**src/rtl/conv_arbiter.sv**
```systemverilog
`default_nettype none
// ============================================================================
//  Module      : conv_arbiter
//  Description : Shares one soc/eoc converter between two 4-phase requesters.
//                Round-robin on ties, one conversion in flight at a time.
//  Revision    : 1.0 - initial release
// ============================================================================
module conv_arbiter (
    input  logic       clock,
    input  logic       reset_,
    input  logic       req0,
    input  logic       req1,
    output logic       ack0,
    output logic       ack1,
    output logic [7:0] d0,
    output logic [7:0] d1,
    output logic       soc,
    input  logic       eoc,
    input  logic [7:0] x,
    output logic [7:0] cnt
);

    typedef enum logic [1:0] {
        IDLE     = 2'd0,
        SOC_UP   = 2'd1,
        WAIT_EOC = 2'd2,
        ACK      = 2'd3
    } star_t;

    star_t       star;
    star_t       star_nx;
    logic        g;
    logic        g_nx;
    logic        l;
    logic        l_nx;
    logic        soc_nx;
    logic        ack0_nx;
    logic        ack1_nx;
    logic [7:0]  d0_nx;
    logic [7:0]  d1_nx;
    logic [7:0]  cnt_nx;
    logic        req_g;

    // Request line of whichever requester currently holds the grant.
    assign req_g = g ? req1 : req0;

    // State and output registers; reset lets requester 0 win the first tie (l=1).
    always_ff @(posedge clock or negedge reset_) begin
        if (!reset_) begin
            star <= IDLE;
            g    <= 1'b0;
            l    <= 1'b1;
            soc  <= 1'b0;
            ack0 <= 1'b0;
            ack1 <= 1'b0;
            d0   <= 8'd0;
            d1   <= 8'd0;
            cnt  <= 8'd0;
        end else begin
            star <= star_nx;
            g    <= g_nx;
            l    <= l_nx;
            soc  <= soc_nx;
            ack0 <= ack0_nx;
            ack1 <= ack1_nx;
            d0   <= d0_nx;
            d1   <= d1_nx;
            cnt  <= cnt_nx;
        end
    end

    // Next-state and next-output logic; every register holds unless a state says otherwise.
    always_comb begin
        star_nx = star;
        g_nx    = g;
        l_nx    = l;
        soc_nx  = soc;
        ack0_nx = ack0;
        ack1_nx = ack1;
        d0_nx   = d0;
        d1_nx   = d1;
        cnt_nx  = cnt;
        case (star)
            IDLE: begin
                soc_nx = 1'b0;
                if (req0 || req1) begin
                    // A lone request wins outright; a tie goes to the one not served last.
                    g_nx    = (req0 && req1) ? ~l : req1;
                    soc_nx  = 1'b1;
                    star_nx = SOC_UP;
                end
            end
            SOC_UP: begin
                // eoc still high means the converter has not started yet: keep soc up.
                if (!eoc) begin
                    soc_nx  = 1'b0;
                    star_nx = WAIT_EOC;
                end
            end
            WAIT_EOC: begin
                if (eoc) begin
                    if (g) begin
                        d1_nx   = x;
                        ack1_nx = 1'b1;
                    end else begin
                        d0_nx   = x;
                        ack0_nx = 1'b1;
                    end
                    l_nx    = g;
                    cnt_nx  = cnt + 8'd1;
                    star_nx = ACK;
                end
            end
            ACK: begin
                // A requester that withdrew mid-conversion sees ack for a single cycle.
                if (!req_g) begin
                    ack0_nx = 1'b0;
                    ack1_nx = 1'b0;
                    star_nx = IDLE;
                end
            end
            default: begin
                star_nx = IDLE;
            end
        endcase
    end

endmodule
`default_nettype wire

```
**config.mk**
```make
export PLATFORM = sky130hd
export DESIGN_NAME = conv_arbiter
export DESIGN_NICKNAME = d
export VERILOG_FILES = /design/src/rtl/conv_arbiter.sv
export SDC_FILE = /design/constraint.sdc
export NUM_CORES = 1
export LEC_CHECK = 0
export ABC_AREA = 1
export CORE_MARGIN = 2
export CORE_UTILIZATION = 61
export CTS_CLUSTER_DIAMETER = 40
export DETAILED_ROUTE_END_ITERATION = 12
export DONT_BUFFER_PORTS = 1
export PLACE_DENSITY = 0.8
export SYNTH_ARGS = -nofsm -noshare
export SYNTH_HDL_FRONTEND = slang
export SYNTH_SLANG_ARGS = --single-unit
```
**constraint.sdc**
```tcl
create_clock -name clock -period 1.55 [get_ports clock]
set_clock_uncertainty 0.1 [all_clocks]
set_input_delay 0.31 -clock clock [delete_from_list [all_inputs] [get_ports clock]]
set_output_delay 0.31 -clock clock [all_outputs]
set_load 0.03 [all_outputs]
```
* Word-level counts from Yosys, hierarchy flattened
Index checks and enable logic that the tools add are counted.
** Storage, ports and cells
- Register bits :: 31
- Input bits :: 13
- Output and inout port bits :: 27
- Word-level logic and storage cells :: 51
** Operators by class
- Add/sub/neg operators :: 1
- Equality and inequality tests :: 9
- Multiplexer cells :: 17
- Bitwise operators :: 2
- Reductions and logical operators :: 13
** Operators by type and width (number)
- != test 2 bit, second input constant :: 6
- AND reduction 4 bit :: 3
- two-way mux 1 bit :: 9
- adder 8 x 1 -> 8 bit, second input constant :: 1
- two-way mux 2 bit :: 4
- case mux 2 bit (4 select lines) :: 1
- case mux 1 bit (2 select lines) :: 3
- AND reduction 2 bit :: 3
- AND reduction 3 bit :: 2
- == test 2 bit, second input constant :: 2
- nonzero test 2 bit :: 2
- == test 2 x 1 -> 1 bit, second input constant :: 1
- logical NOT 2 bit :: 1
- inverter 1 bit :: 2
- logical AND 1 bit :: 1
- logical OR 1 bit :: 1

* Depth between registers and ports, before layout
- Depth in word-level cells :: 3
- Depth in mapped cells :: 9
- Depth with buffers taken out :: 9

* Worst setup path after synthesis
Ideal clock, no wire load.
- Path type :: reg2reg
- Start :: register star[0]
- End :: register cnt[5]
- Setup time :: 0.135 ns
- Arrival :: 1.175 ns
- Data required time :: 1.315 ns
- Setup slack :: 0.140 ns
- Cell stages (with the launch flop) :: 7
- Cell sequence :: dfrtp_1 -> inv_1 -> ha_1 -> nand3_1 -> nor2_1 -> nand2_1 -> xnor2_1
** Between the ends
- Word-level cells in the longest chain between the ends :: 2
** RTL lines
- from (decl) :: line 30 : star_t star;
- from (signal assigned) :: line 60 : star <= star_nx;
- == test 2 bit :: line 83 : case (star)
- AND reduction 2 bit (no line)
- to (signal assigned) :: line 68 : cnt <= cnt_nx;
- to (decl) :: line 20 : output logic [7:0] cnt
No other way between the ends.
A chain may end at the register's enable or synchronous reset.

* Final worst setup path
- Start :: register star[0]
- End :: register ack0
** Between the ends
- Word-level cells in the longest chain between the ends :: 3
- Elaborated cells between the ends (all ways) :: 8
- Those cells by class :: 5 x eq/ne; 1 x mux; 2 x reduce/logical
** RTL lines
- == test 2 bit :: line 83
- != test 2 bit (no line) or nonzero test 2 bit (tied branches)
- AND reduction 4 bit (no line)
- to (signal assigned) :: line 64 : ack0 <= ack0_nx;
- to (decl) :: line 13 : output logic ack0,
Several ways; a longest one is shown, not always the timed one.

==> impl_metrics.tcl <==
set metrics [dict create \
    syn_avg_cell_area_um2 8.743 \
    avgRoutedWirePerCell_um 14.11 \
    syn_nets 179 \
    cpMostUsedCell "nand2_1" \
    worstReg2RegEnd "ack0" \
    num_vias 1105 \
    final_layout_size_suffix_gt1_frac 0.1695 \
    max_freq_ghz 0.6720 \
    synthesis.area_um2 1399 \
    tightestPinTransition_ns 0.3960 \
    hold_violations 0 \
    synth.area.top_cells "dfrtp_1, nand2_1, o21ai_0, inv_1, ha_1" \
    path_buf_inv 1 \
    clkTransAtPathRegs_ns 0.10 \
    cts_max_level 2 \
    power_density_nw_per_um2 2219 \
    worstRegToRegCells 6 \
    endpoint_kind "flip-flop" \
    pin_count 40 \
    dieWidth_um 51.89 \
    grt_max_degree 32 \
    timing_worst_setup_path_type "reg -> reg" \
    cp_slowest_cell "dfrtp_1" \
    path_cells "buf_4 > ha_1 > nand3_1 > nand2_1 > nand2_1 > nand2_1" \
    cts_root_buf "clkbuf_4" \
    gr-total-overflow 0 \
    dp_hpwl_um 1909 \
    slowest_delay_ns 0.42 \
    grt_pass1_vias 1036 \
    antenna_found_initial 0 \
    crit-reg2reg-launch "star[0]" \
    drv_cap 0 \
    multi_input_comb_area_um2 546.8 \
    start_util 0.6385 \
    viasPerCell 5.390 \
    place_ws_ns -0.04200 \
    synth_cell_type_count 14 \
    worstPathArrival_ns 1.60 \
    drc 0 \
    yosysWarnings 0 \
    final_common_cell "nand2_1" \
    regArea_um2 778.2 \
    design.core.area_um2 2191 \
    drtIter0Drc 24 \
    ant_nets 0 \
    final_nets 195 \
    fin_cells 205 \
    slew-limit-headroom 0.7360 \
    setup_viol_count_final 0 \
    fin_crit_sh 0.9600 \
    final_cell_mix "nand2_1, dfrtp_1, inv_1" \
    placed_cells 193 \
    crit_cells 6 \
    die_h_um 51.89 \
    dieArea_um2 2692 \
    clk_latency_ns 0.32 \
    startpoint "star[0]" \
    synth-seq-area-share 0.5555 \
    gp_congestion 0.9028 \
    setup_slack_ns 0.06196 \
    dr.pass1.iters 4 \
    clock-sinks 31 \
    syn_to_final_growth_pct 17.08 \
    rows 17 \
    clockBufferDepth 2 \
    synth_seq_cells 31 \
    cts_tree "yes" \
    route.final.wire_length_um 2892 \
    power_leakage_nw 0.8716 \
    peakVddDrop_uv 1254 \
    track_usage 0.2357 \
    io_buffers 0 \
    syn_inst 160 \
    fin_crit_ns 1.488 \
    crit_end "ack0" \
    cts_buffers 5 \
    yosysTopAreaCellShare 0.5367 \
    fillCellCount 162 \
    insertedDiodeCount 0 \
    final_max_slew_viol_count 0 \
    grt_pass1_wl_um 4450 \
    cp_top_family "simple AND/OR/NAND/NOR gates" \
    hold_path.class "in -> reg" \
    cp.required_ns 1.67 \
    reg2reg_slack_ns 0.06 \
    cp-start-kind "flip-flop" \
    critPathMaxFanout 6 \
    yosys.area.top_type "dfrtp_1" \
    outcome "finished clean" \
]
==> repair_timing <==
item	4_1_cts	5_1_grt
pin swaps	0	1
gates resized for setup	3	8
buffers inserted	1	1
hold buffers	2	0
hold endpoints to repair	31	0
setup endpoints to repair	3	8
==> cells in the mapped netlist (all sizes together) <==
library cell / n
nand4: 6
ha: 6
nand2: 46
nand3: 7
inv: 25
or2: 1
xor2: 3
dfrtp: 30
xnor2: 2
a21oi: 3
buf: 2
nor2: 6
o21ai: 22
dfstp: 1
==> worst register-to-register path, delay by kind of cell, from the launching register on <==
family        cells  cell delay (ns)
simple gates      4             0.49
flops             1             0.42
fa+ha+maj         1             0.23
buf+inv           1             0.15
==> through the flow <==
stage / hold WS [ns] / utilization / instance area [um^2] / power (mW) / TNS, ns
3_3_place_gp: -0.08494 / 0.6739 / 1476 / 2.782 / 0
3_5_place_dp: -0.08487 / 0.6739 / 1476 / 2.856 / -0.06960
4_1_cts: 0.02281 / 0.7327 / 1605 / 3.572 / 0
6_report: 0.03323 / 0.7476 / 1638 / 3.635 / 0
5_1_grt: 0.006552 / 0.7476 / 1638 / 3.871 / -0.01659
2_1_floorplan: -0.08559 / - / 1399 / 2.555 / 0
==> power breakdown <==
| group | leakage [nW] | switching (mW) | internal (mW) |
|---|---|---|---|
| sequential | 0.386 | 0.749 | 1.14 |
| clock | 0.0482 | 0.266 | 0.381 |
| combinational | 0.438 | 0.652 | 0.443 |
| total | 0.872 | 1.67 | 1.97 |
==> metal layers <==
metal,wire [um],part of all wire,track usage,vias up
met5,0,0,0,-
met1,1177,0.41,0.2694,519
met3,189,0.065,0.06897,2
met2,1509,0.52,0.3987,44
met4,14,0.0048,0.1184,0
li1,-,-,-,540
==> flip-flops by register name, indices dropped and copies added (netlist names) <==
signal / count
ack1: 1
ack0: 1
l: 1
star: 2
d0: 8
cnt: 8
soc: 1
g: 1
d1: 8
==> logic make-up after synthesis <==
kind of cell    after synthesis  share of synthesized area
simple gates                 66                     0.1959
fa+ha+maj                     6                    0.05367
buf+inv                      27                    0.07424
xor+xnor                      5                    0.03131
flops                        31                     0.5555
compound gates               25                    0.08945
==> worst min-delay path by stage <==
stage | slack (ns) | to | cells past startpoint | from
after floorplan | -0.09 | ack0 | 0 | reset_
after global placement | -0.08 | g | 0 | reset_
after detailed placement | -0.08 | g | 0 | reset_
after CTS | 0.02 | d1[4] | 2 | x[4]
after global routing | 0.007 | d0[7] | 2 | x[7]
final | 0.03 | d1[2] | 2 | x[2]
==> layout make-up <==
| class | instances | share of cell area |
|---|---|---|
| Multi-Input combinational cell | 102 | 0.3338 |
| Sequential cell | 31 | 0.4752 |
| Clock inverter | 2 | 0.02139 |
| Clock buffer | 6 | 0.03132 |
| Tap cell | 28 | 0.02139 |
| Timing Repair Buffer | 11 | 0.05959 |
| Inverter | 25 | 0.05730 |
Note: power is estimated with default switching activity, not from simulation.
